### src/rtl/int_ctrl.sv
// External interrupt conditioner in front of CP0 int_i. Each raw line is polarity-adjusted,
// synchronised, glitch-filtered and captured in level or edge mode. A small register file configures it.

module int_line #(
   parameter int SYNC_STAGES = 2,
   parameter int FILTER_LEN  = 3
) (
   input  logic clk,
   input  logic rst,
   input  logic irq_i,
   input  logic pol_i,
   input  logic mode_i,
   input  logic clr_i,
   output logic filt_o,
   output logic pend_o
);
   localparam logic [3:0] CNT_MAX = 4'(FILTER_LEN - 1);

   logic [SYNC_STAGES-1:0] sync_q;
   logic [3:0]             cnt_q, cnt_d;
   logic                   filt_q, filt_d;
   logic                   filt_prev_q;
   logic                   pend_q, pend_d;
   logic                   s;

   assign s = sync_q[SYNC_STAGES-1];

   always_comb begin
      cnt_d  = cnt_q;
      filt_d = filt_q;
      if (s == filt_q) begin
         cnt_d = '0;
      end else if (cnt_q == CNT_MAX) begin
         filt_d = s;
         cnt_d  = '0;
      end else begin
         cnt_d = cnt_q + 4'd1;
      end
      // edge mode: a fresh filtered rise beats a simultaneous clear
      pend_d = mode_i ? ((pend_q & ~clr_i) | (filt_q & ~filt_prev_q)) : filt_q;
   end

   always_ff @(posedge clk) begin
      if (rst) begin
         sync_q      <= '0;
         cnt_q       <= '0;
         filt_q      <= 1'b0;
         filt_prev_q <= 1'b0;
         pend_q      <= 1'b0;
      end else begin
         sync_q      <= {sync_q[SYNC_STAGES-2:0], irq_i ^ pol_i};
         cnt_q       <= cnt_d;
         filt_q      <= filt_d;
         filt_prev_q <= filt_q;
         pend_q      <= pend_d;
      end
   end

   assign filt_o = filt_q;
   assign pend_o = pend_q;
endmodule

module int_ctrl #(
   parameter int SYNC_STAGES = 2,
   parameter int FILTER_LEN  = 3
) (
   input  logic        clk,
   input  logic        rst,
   input  logic [5:0]  irq_i,
   input  logic        timer_int_i,
   input  logic        we_i,
   input  logic [2:0]  addr_i,
   input  logic [31:0] wdata_i,
   output logic [31:0] data_o,
   output logic [5:0]  int_o
);
   localparam int NUM_LINES = 6;

   logic [NUM_LINES-1:0] mask_q, mode_q, pol_q;
   logic [NUM_LINES-1:0] filt, pend, clr;
   logic                 unused_wdata;

   assign unused_wdata = ^wdata_i[31:NUM_LINES];
   assign clr = (we_i && addr_i == 3'd5) ? wdata_i[NUM_LINES-1:0] : '0;

   for (genvar i = 0; i < NUM_LINES; i++) begin : g_line
      int_line #(
         .SYNC_STAGES(SYNC_STAGES),
         .FILTER_LEN (FILTER_LEN)
      ) u_line (
         .clk   (clk),
         .rst   (rst),
         .irq_i (irq_i[i]),
         .pol_i (pol_q[i]),
         .mode_i(mode_q[i]),
         .clr_i (clr[i]),
         .filt_o(filt[i]),
         .pend_o(pend[i])
      );
   end

   always_ff @(posedge clk) begin
      if (rst) begin
         mask_q <= '0;
         mode_q <= '0;
         pol_q  <= '0;
      end else if (we_i) begin
         case (addr_i)
            3'd2:    mask_q <= wdata_i[NUM_LINES-1:0];
            3'd3:    mode_q <= wdata_i[NUM_LINES-1:0];
            3'd4:    pol_q  <= wdata_i[NUM_LINES-1:0];
            default: ;
         endcase
      end
   end

   always_comb begin
      data_o = '0;
      case (addr_i)
         3'd0:    data_o[NUM_LINES-1:0] = filt;
         3'd1:    data_o[NUM_LINES-1:0] = pend;
         3'd2:    data_o[NUM_LINES-1:0] = mask_q;
         3'd3:    data_o[NUM_LINES-1:0] = mode_q;
         3'd4:    data_o[NUM_LINES-1:0] = pol_q;
         default: data_o = '0;
      endcase
   end

   // the CP0 timer shares line 5 and skips conditioning entirely
   assign int_o = mask_q & {pend[5] | timer_int_i, pend[4:0]};
endmodule

### config.mk
export PLATFORM = sky130hd
export DESIGN_NAME = int_ctrl
export DESIGN_NICKNAME = d
export VERILOG_FILES = /design/src/rtl/int_ctrl.sv
export SDC_FILE = /design/constraint.sdc
export NUM_CORES = 1
export LEC_CHECK = 0
export CAP_MARGIN = 20
export CORE_MARGIN = 10
export CORE_UTILIZATION = 48
export DETAILED_ROUTE_END_ITERATION = 7
export HOLD_SLACK_MARGIN = 0.02
export PLACE_DENSITY_LB_ADDON = 0.12
export SLEW_MARGIN = 25
export SYNTH_ARGS = -nofsm -noshare
export SYNTH_HDL_FRONTEND = slang
export SYNTH_SLANG_ARGS = --single-unit
### constraint.sdc
create_clock -name clk -period 1.65 [get_ports clk]
set_input_delay 0.33 -clock clk [delete_from_list [all_inputs] [get_ports clk]]
set_output_delay 0.33 -clock clk [all_outputs]
set_load 0.03 [all_outputs]
=== Word-level counts from Yosys, hierarchy flattened ===
Cells that the tools add are included.

* Multiplexer cells: 8
* Reduce and logical (&&, ||, !) cells: 17
* Bitwise gates (word level): 44
* $add $sub $neg: 6
* Eq/ne operators: 17

{| class="wikitable"
|+ Operators by type and width
! kind !! count
|-
| 6-bit case mux with 5 select lines || 1
|-
| 4-bit by 1-bit adder with 4-bit output, second input constant || 6
|-
| 4-bit by 2-bit == test with 1-bit output, second input constant || 6
|-
| 1-bit NOT || 18
|-
| 2-bit AND reduction || 9
|-
| 3-bit OR reduction || 6
|-
| 1-bit AND || 12
|-
| 1-bit OR || 7
|-
| 6-bit AND || 1
|-
| 1-bit == test || 6
|-
| 3-bit by 2-bit == test with 1-bit output, second input constant || 2
|-
| 3-bit == test, second input constant || 2
|-
| 1-bit 2-to-1 mux || 6
|-
| 6-bit 2-to-1 mux || 1
|-
| 1-bit XOR || 6
|-
| 3-bit by 1-bit == test with 1-bit output, second input constant || 1
|-
| 3-bit zero test || 1
|-
| 1-bit logical AND || 1
|}

* Bits of input ports: 45
* Register bits after elaboration: 72
* Logic and storage cells: 125

=== Depth between registers and ports, before layout ===
Gate-level depths: netlist of run 1.

* Word-level depth: 7
* Gate-level depth with buffers: 5
* Gate-level depth less buffers: 5

=== By module ===
Synthesis of run 1 repeated with hierarchy kept, for this count alone.

* Cell total of the unflattened synthesis: 331
* Area, all modules: 3244.4 um2

{| class="wikitable"
|+ Modules (own cells, without submodules)
! module !! sequential area each (um2) !! area an instance (um2) !! cells an instance !! times used
|-
| int_line || 180.2 || 332.8 || 32 || 6
|-
| int_ctrl || 360.3 || 1247.4 || 139 || 1
|}

=== Worst setup path before layout of run 1 ===
Ideal clock, no wire load.

* Path kind: in2out
* Start: input addr_i[2]
* End: output data_o[0]
* Stages on the path: 4
* Data arrival time: 1.386 ns
* Required time: 1.320 ns
* Path slack: -0.066 ns
* Path through: buf_4 -> nor2b_1 -> a22oi_1 -> o22ai_1

* Word-level cells in the longest chain between the ends: 2
* Elaborated cells between the ends (all ways): 6

{| class="wikitable"
|+ Ends and longest elaborated chain
! item !! line !! RTL
|-
| start, declared || 72 || <nowiki>input logic [2:0] addr_i,</nowiki>
|-
| 3-bit == test, or another cell as far along || 119 || <nowiki>case (addr_i)</nowiki>
|-
| 6-bit case mux with 5 select lines * || 119 ||
|-
| end, declared || 74 || <nowiki>output logic [31:0] data_o,</nowiki>
|}

Every way passes the cells marked *; elsewhere a longest branch is shown, timed or not.

=== Final worst setup path of run 1 ===
* Start: register mask_q[4]
* End: output data_o[4]

* Word-level cells in the longest chain between the ends: 1

{| class="wikitable"
|+ Ends and longest elaborated chain
! item !! line !! RTL
|-
| start, declared || 79 || <nowiki>logic [NUM_LINES-1:0] mask_q, mode_q, pol_q;</nowiki>
|-
| start signal, assigned || 109 || <nowiki>3'd2: mask_q <= wdata_i[NUM_LINES-1:0];</nowiki>
|-
| 6-bit case mux with 5 select lines || 119 ||
|}

Every way passes these cells.

==> results of run 1 <==
==> area by class of cell <==
class | instances | area share, %
inverter | 6 | 0.565
timing repair buffer | 60 | 13.7
clock buffer | 11 | 3.54
clock inverter | 5 | 3.20
tap | 77 | 2.42
sequential | 72 | 36.5
multi-input combinational | 233 | 40.1
==> flip-flops by register name, indices dropped and copies added, names as in the netlist <==
signal and count:
g_line.u_line.pend_o 6, pol_q 6, g_line.u_line.cnt_q 24, mode_q 6
mask_q 6, g_line.u_line.sync_q 12, g_line.u_line.filt_prev_q 6, g_line.u_line.filt_o 6
==> cells in the final DEF, fill, tap and decap left out, types with 3 or more instances in the layout <==
| cell type | Yosys | routed |
|---|---|---|
| a211oi_1 | 6 | 6 |
| a21o_1 | 6 | 6 |
| a22oi_1 | 10 | 3 |
| a22oi_2 | 0 | 7 |
| and2_1 | 5 | 5 |
| buf_4 | 29 | 32 |
| buf_6 | 3 | 4 |
| bufinv_16 | 0 | 4 |
| clkbuf_8 | 0 | 10 |
| clkdlybuf4s50_1 | 0 | 14 |
| conb_1 | 1 | 26 |
| dfxtp_1 | 72 | 60 |
| dfxtp_2 | 0 | 12 |
| dlygate4sd2_1 | 0 | 4 |
| ha_1 | 12 | 12 |
| inv_1 | 6 | 6 |
| mux2_4 | 0 | 3 |
| mux2i_1 | 25 | 25 |
| nand2_1 | 12 | 12 |
| nand3_1 | 6 | 6 |
| nor2_1 | 55 | 54 |
| nor2b_1 | 14 | 13 |
| nor3b_1 | 6 | 6 |
| o22ai_1 | 5 | 4 |
| or3_1 | 6 | 6 |
| xnor2_1 | 18 | 18 |
| xor2_1 | 6 | 6 |
==> metrics by stage <==
| stage | util (%) | setup WS (ns) | power [µW] |
|---|---|---|---|
| 5_1_grt | 62.5 | -0.0867 | 4100 |
| 2_1_floorplan | - | -0.0656 | 2060 |
| 4_1_cts | 61.3 | -0.0616 | 3970 |
| 3_5_place_dp | 55.7 | -0.448 | 2120 |
| 6_report | 62.5 | -0.0368 | 3940 |
| 3_3_place_gp | 55.7 | -0.433 | 2120 |
==> repair_timing <==
action / CTS / global route
endpoints found under the setup margin: 11 / 6
buffers inserted: 4 / 2
pin swaps: 5 / 6
gates resized for setup: 29 / 19
gates cloned: 1 / 0
==> where the power goes <==
| group | total, µW | leakage (µW) | internal (µW) | switching, µW |
|---|---|---|---|---|
| registers | 1790 | 0.000589 | 1770 | 18.6 |
| clock network | 1830 | 0.000130 | 1200 | 632 |
| logic | 321 | 0.000956 | 131 | 190 |
| total | 3940 | 0.00168 | 3100 | 841 |
==> worst max-delay path, delay by kind of cell (launching register included) <==
family,cells,cell delay [ns]
flops,1,0.32
compound gates,2,0.25
mux,1,0.27
buf+inv,1,0.18
==> cells by family (layout without fill, tap and decap cells) <==
kind of cell / count (synthesis) / after routing / share of synthesized area [%]
AO/OA/AOI/OAI: 30 / 30 / 6.87
XOR/XNOR: 24 / 24 / 6.60
adder cells (fa/ha/maj): 12 / 12 / 4.71
buffers and inverters: 44 / 82 / 9.47
flip-flops: 72 / 72 / 45.2
multiplexers: 30 / 30 / 9.62
other: 1 / 26 / 0.118
AND/OR/NAND/NOR: 111 / 111 / 17.4
==> per-layer routing <==
metal | vias up | wire [µm]
met5 | - | 0
met4 | 0 | 72
met3 | 8 | 551
li1 | 1142 | -
met1 | 1024 | 2860
met2 | 60 | 2650
==> worst paths after layout <==
kind | cells past startpoint | endpoint | slack [ns]
worst max-delay path | 4 | data_o[4] | -0.04
worst min register to register | 1 | g_line[0].u_line.sync_q[1]$_SDFF_PP0_ | 0.43
worst max register to register | 5 | g_line[0].u_line.cnt_q[3]$_SDFF_PP0_ | 0.27
worst min-delay path | 2 | g_line[1].u_line.filt_o$_SDFFE_PP0P_ | 0.37
==> flow_summary.yaml, run 1 <==
status:
  status: "finished with violations"
  failed_checks: "setup timing"
global_routing:
  grt_pass1_vias: 2093
  antenna_found_initial: 0
  grt_first_pass_wirelength_um: 10200
  gr-usage-met2_pct: 18.4
  grt_busiest_layer: "met2"
  grt_max_degree: 22
  grt-ovfl-total: 0
  groute.usage.overall_pct: 12.2
  use_met1_pct: 15.3
  use_met3_pct: 5.17
min_path:
  worstHoldPathType: "in2reg"
  hp-start: "rst"
synthesis:
  synth_top_cell_by_area: "dfxtp_1"
  yosys.area.top_type_share_pct: 45.2
  ys_seq_area_share_pct: 45.2
  synth-main-ff-cell: "dfxtp_1"
  synth_area_leaders: "dfxtp_1 (45%), mux2i_1 (7.9%), buf_4 (6.8%)"
  async_flop_share_pct: 0
  synth_most_common_cell: "dfxtp_1"
  yosysWarnings: 0
  ys_ff_latch: 72
  synth_cells: 324
  syn_area_per_cell_um2: 9.83
  synth_cell_types: 31
  synth_common_cells: "dfxtp_1 (72), nor2_1 (55), buf_4 (29), mux2i_1 (25), xnor2_1 (18)"
  synth_edf_count: 0
  syn-cell-area_mm2: 0.00319
floorplan:
  core_area_mm2: 0.00639
  initial_utilization_pct: 49.9
  die_w_um: 101
  dieArea_mm2: 0.0103
  ioPinCount: 83
  rows: 29
  dieHeight_um: 101
pwr:
  peakVddDrop_v: 0.000851
  p_per_area_mw_per_mm2: 988
  p_leak_uw: 0.00168
finish:
  syn2layout_area_growth_pct: 25.2
  fin_cells: 464
  multi_input_area_mm2: 0.00160
  postLayoutCellArea_mm2: 0.00399
  antennaDiodeCount: 0
  drive_gt1_share_pct: 22.2
  seqCellArea_mm2: 0.00146
  nFillCells: 560
  layout.nets: 439
route:
  drt_first_iter_violations: 64
  vias: 2234
  first_pass_iters: 4
  wirelength_um: 6140
  viasPerCell: 4.81
  wl_per_cell_um: 13.2
  drc: 0
  postRouteAntennaNets: 0
sta:
  timing.setup.tns_ns: -0.114
  period_needed_ns: 1.69
  fin_crit_sh_pct: 102
  finalHoldViolCount: 0
  hold_ws_ns: 0.366
  finalSetupViolCount: 4
  fin_skew_ns: 0.00810
  final-max-slew-violation-count: 0
  fin_ws_ns: -0.0368
  rsz0062_at_grt: "yes"
  max_freq_ghz: 0.593
setup_path:
  max_stage_delay_ns: 0.32
  crit_path_start: "mask_q[4]$_SDFFE_PP0P_"
  slowest_stage: "dfxtp_2"
  critPathArrivalTime_ns: 1.36
  critPathKind: "reg2out"
  end_kind: "output pin"
  start_kind: "register"
  crit_chain: "mux2_4 > a22oi_2 > o22ai_1 > buf_4"
  required_ns: 1.32
  r2r_start: "g_line[0].u_line.cnt_q[0]$_SDFF_PP0_"
  crit_fanout: 2
clocking:
  clk_transition_reported_paths_ns: 0.08
  clk_latency_ns: 0.34
  cts_made_buffers: 9
  clock_path_buffers: 2
  h-tree-depth: 3
  cts_root_buffer: "clkbuf_8"
  cts_sinks: 72
  tritoncts: "yes"
  postCtsHoldBufs: 0
placement:
  gp_congestion: 0.810
  place_hpwl_um: 4460
  numPortBuffers: 30
  place_area_mm2: 0.00356
  dp.cells: 441
run:
  drv_cap: 0
Power figures use the tool's default switching activity.
==> run 2, diff against run 1 <==
CELL_PAD_IN_SITES_DETAIL_PLACEMENT = 1   (was default)
CELL_PAD_IN_SITES_GLOBAL_PLACEMENT = 1   (was default)
CORE_UTILIZATION = 33   (was 48)
clock period = 1.5 ns   (was 1.65 ns; I/O delays follow)
==> flow_summary.yaml, run 2 (synthesis results as in run 1) <==
status:
  status: "finished with violations"
  failed_checks: "setup timing"
global_routing:
  grt-ovfl-total: 0
  groute.usage.overall_pct: 10.7
  grt_pass1_vias: 2438
  grt_first_pass_wirelength_um: 12400
  antenna_found_initial: 0
  grt_max_degree: 19
pwr:
  peakVddDrop_v: 0.000352
  p_per_area_mw_per_mm2: 970
  p_leak_uw: 0.00168
clocking:
  clk_latency_ns: 0.34
  postCtsHoldBufs: 0
  clk_transition_reported_paths_ns: 0.08
  h-tree-depth: 3
  clock_path_buffers: 2
  cts_root_buffer: "clkbuf_8"
  cts_made_buffers: 9
  tritoncts: "yes"
  cts_sinks: 72
route:
  postRouteAntennaNets: 0
  viasPerCell: 4.43
  drc: 0
  vias: 2315
  wl_per_cell_um: 14.2
  drt_first_iter_violations: 55
  wirelength_um: 7390
  first_pass_iters: 4
finish:
  seqCellArea_mm2: 0.00146
  layout.nets: 445
  antennaDiodeCount: 0
  postLayoutCellArea_mm2: 0.00406
  fin_cells: 522
  layout_commonest_cell: "dfxtp_1"
  nFillCells: 1061
  syn2layout_area_growth_pct: 27.6
  multi_input_area_mm2: 0.00162
  drive_gt1_share_pct: 26.5
  largest_registers: "g_line.u_line.cnt_q x24, g_line.u_line.sync_q x12"
  layout_common_cells: "dfxtp_1 (55), nor2_1 (54), buf_4 (39), conb_1 (26), mux2i_1 (25)"
  largest_register_ffs: 24
  regMostFlops: "g_line.u_line.cnt_q"
floorplan:
  core_area_mm2: 0.00933
  die_w_um: 118
  dieHeight_um: 118
  dieArea_mm2: 0.0140
  rows: 35
  initial_utilization_pct: 34.2
  ioPinCount: 83
placement:
  dp.cells: 491
  place_area_mm2: 0.00361
  place_hpwl_um: 5400
  gp_congestion: 0.732
  numPortBuffers: 30
sta:
  final-max-slew-violation-count: 0
  finalSetupViolCount: 6
  fin_ws_ns: -0.145
  period_needed_ns: 1.64
  fin_skew_ns: 0.0110
  finalHoldViolCount: 0
  rsz0062_at_grt: "yes"
  timing.setup.tns_ns: -0.764
  max_freq_ghz: 0.608
  hold_ws_ns: 0.326
  fin_crit_sh_pct: 110
setup_path:
  required_ns: 1.20
  end_kind: "output pin"
  start_kind: "register"
  crit_fanout: 2
  critPathKind: "reg2out"
  critPathArrivalTime_ns: 1.34
min_path:
  worstHoldPathType: "in2reg"
run:
  drv_cap: 0
-- run 2: per-stage QoR --
step / total power (µW) / utilization (%) / worst slack, ns
after floorplan: 2270 / - / -0.156
after global placement: 2340 / 38.7 / -0.539
after detailed placement: 2340 / 38.7 / -0.563
after CTS: 3980 / 43.3 / -0.169
after global routing: 4120 / 43.6 / -0.201
final: 3940 / 43.6 / -0.145
-- run 2: repair_timing --
item | 4_1_cts | 5_1_grt
gates cloned | 1 | 0
pin swaps | 11 | 7
buffers inserted | 13 | 1
endpoints found under the hold margin | 0 | 0
endpoints found under the setup margin | 16 | 15
resized for setup | 46 | 8
-- run 2: worst max-delay path, cell delays in order, from the launching register on --
cell	delay, ns
dfxtp_2	0.32
mux2_4	0.27
a22oi_2	0.13
o22ai_2	0.12
buf_6	0.16
-- run 2: layout make-up --
| class | instances | share of cell area [%] |
|---|---|---|
| tap | 129 | 3.97 |
| clock buffer | 12 | 3.82 |
| sequential | 72 | 36.0 |
| inverter | 6 | 0.554 |
| multi-input combinational | 233 | 39.8 |
| clock inverter | 4 | 1.26 |
| timing repair buffer | 66 | 14.6 |
-- run 2: path summary, 6_finish.rpt --
kind	depth (start not counted)	from	slack, ns	to
worst max-delay path	4	mask_q[0]$_SDFFE_PP0P_	-0.14	data_o[0]
worst min register to register	1	g_line[0].u_line.cnt_q[0]$_SDFF_PP0_	0.44	g_line[0].u_line.cnt_q[0]$_SDFF_PP0_
worst min-delay path	2	rst	0.33	g_line[4].u_line.sync_q[0]$_SDFF_PP0_
worst max register to register	5	g_line[3].u_line.cnt_q[0]$_SDFF_PP0_	0.10	g_line[3].u_line.cnt_q[2]$_SDFF_PP0_
-- run 2: routing by layer --
layer  vias to the layer above  routed length, µm  share of wire, %  track usage (%)
met5                         -                  0                 0                0
met4                         0                108               1.5             3.71
met2                        43               3380                46             17.3
li1                       1159                  -                 -                -
met1                      1102               3460                47             12.7
met3                        11                452               6.1             4.19
-- run 2: where the power goes --
part / switching (µW) / internal (µW) / leakage [µW]
Clock: 743 / 864 / 0.000103
Combinational: 221 / 151 / 0.000985
Sequential: 20.6 / 1940 / 0.000592
==> run 3, diff against run 2 <==
CELL_PAD_IN_SITES_DETAIL_PLACEMENT = default   (was 1)
CELL_PAD_IN_SITES_GLOBAL_PLACEMENT = default   (was 1)
CORE_UTILIZATION = 44   (was 33)
PLACE_DENSITY = 0.83   (was default)
PLACE_DENSITY_LB_ADDON = default   (was 0.12)
==> flow_summary.yaml, run 3 (synthesis results as in run 1) <==
status:
  status: "finished with violations"
  failed_checks: "setup timing"
finish:
  antennaDiodeCount: 0
  syn2layout_area_growth_pct: 24.7
  fin_cells: 481
  layout_commonest_cell: "dfxtp_1"
  largest_register_ffs: 24
  layout.nets: 437
  regMostFlops: "g_line.u_line.cnt_q"
  drive_gt1_share_pct: 24.2
  final_util_pct: 57.5
  layout_common_cells: "dfxtp_1 (61), nor2_1 (54), conb_1 (26), buf_4 (26), mux2i_1 (24)"
  largest_registers: "g_line.u_line.cnt_q x24, g_line.u_line.sync_q x12"
route:
  wirelength_um: 7170
  wl_per_cell_um: 14.9
  postRouteAntennaNets: 0
  viasPerCell: 4.93
  vias: 2372
  first_pass_iters: 4
  drc: 0
  drt_first_iter_violations: 148
floorplan:
  ioPinCount: 83
  die_w_um: 105
  dieHeight_um: 105
  initial_utilization_pct: 46.1
  dieArea_mm2: 0.0110
  core_area_mm2: 0.00691
  rows: 30
clocking:
  cts_sinks: 72
  clock_path_buffers: 2
  postCtsHoldBufs: 0
  clk_transition_reported_paths_ns: 0.07
  h-tree-depth: 3
  cts_root_buffer: "clkbuf_8"
  tritoncts: "yes"
  clk_latency_ns: 0.34
  cts_made_buffers: 9
setup_path:
  path_buf_inv: 4
  critPathKind: "in2out"
  critPathArrivalTime_ns: 1.39
  r2r_slack_ns: 0.08
  start_kind: "input port"
  max_stage_delay_ns: 0.30
  critPathTopFamily: "buffers and inverters"
  crit_chain: "buf_6 > buf_12 > buf_4 > mux2i_2 > nor3_2 > a311o_1 > buf_6"
  crit_top_cell: "buf_6"
  crit_fanout: 7
  reg2regPathDepth: 5
  required_ns: 1.20
  slowest_stage: "a311o_1"
  worst_r2r_endpoint: "g_line[4].u_line.cnt_q[2]$_SDFF_PP0_"
  r2r_start: "g_line[4].u_line.cnt_q[0]$_SDFF_PP0_"
  end_kind: "output pin"
pwr:
  seqPwrFrac_pct: 49.4
  peakVddDrop_v: 0.000981
  intPower_uw: 3030
  power_frac_comb_pct: 9.4
  p_leak_uw: 0.00164
  switching_share_pct: 23.9
  p_per_area_mw_per_mm2: 1000
  clock_power_share_pct: 41.2
  power.net_switching_uw: 953
global_routing:
  grt_first_pass_wirelength_um: 11900
  antenna_found_initial: 0
  grt-ovfl-total: 0
  grt_max_degree: 55
  groute.usage.overall_pct: 13.1
  grt_pass1_vias: 2531
sta:
  max_freq_ghz: 0.591
  fin_ws_ns: -0.191
  period_needed_ns: 1.69
  fin_crit_sh_pct: 113
  finalSetupViolCount: 6
  finalHoldViolCount: 0
  final-max-slew-violation-count: 0
  fin_skew_ns: 0.00434
  rsz0062_at_grt: "yes"
placement:
  dp.cells: 456
  place_ws_ns: -0.593
  place_hpwl_um: 4600
  gp_congestion: 0.829
  numPortBuffers: 30
min_path:
  min_delay_path_depth: 3
  hp-start: "rst"
  min_to: "g_line[1].u_line.sync_q[0]$_SDFF_PP0_"
  worstHoldPathType: "in2reg"
run:
  drv_cap: 0
==> run 3: what timing repair did <==
item | CTS | global route
pin swaps | 7 | 4
endpoints found under the setup margin | 16 | 9
setup buffers | 8 | 0
gates cloned | 1 | 0
resized for setup | 52 | 13
==> run 3: stage by stage <==
stage	area (µm²)	power [µW]	hold slack [ns]	TNS, ns
after global placement	3560	2320	0.415	-10.41
after floorplan	3280	2270	0.384	-0.778
after global routing	3970	4120	0.405	-1.29
after CTS	3960	3990	0.389	-0.933
final	3970	3980	0.405	-0.996
after detailed placement	3560	2330	0.427	-11.24
==> run 3: worst max-delay path by stage <==
stage | start | to | cells after the start
after floorplan | addr_i[2] | data_o[0] | 4
after global placement | addr_i[0] | data_o[0] | 7
after detailed placement | addr_i[0] | data_o[0] | 7
after CTS | mode_q[0]$_SDFFE_PP0P_ | data_o[0] | 4
after global routing | g_line[1].u_line.filt_o$_SDFFE_PP0P_ | data_o[1] | 4
final | addr_i[0] | data_o[1] | 7
==> run 3: power groups by stage <==
stage	registers, µW	clock network [µW]	logic [µW]
floorplan	2000	0	261
global placement	2010	0	316
detailed placement	2010	0	321
CTS	1960	1670	357
global route	1970	1750	398
finish	1970	1640	372
==> run 3: per-layer routing <==
metal,vias up,routed length (µm),track usage (%)
met5,-,0,0
met4,0,246,7.75
met3,21,470,4.79
met2,74,3560,22.4
met1,1135,2890,13.5
li1,1142,-,-
==> run 3: area by class of cell <==
type / count / area (µm²)
Fill cell: 562 / 2930
Multi-Input combinational cell: 233 / 1620
Sequential cell: 72 / 1460
Timing Repair Buffer: 58 / 541
Clock buffer: 10 / 128
Tap cell: 96 / 120
Clock inverter: 6 / 83.8
Inverter: 6 / 22.5
==> run 3: worst register-to-register path, stage by stage, from the launching register on <==
cell     delay (ns)
dfxtp_1        0.38
inv_1          0.06
ha_1           0.19
nor3b_1        0.15
or3_1          0.42
nor2_1         0.15
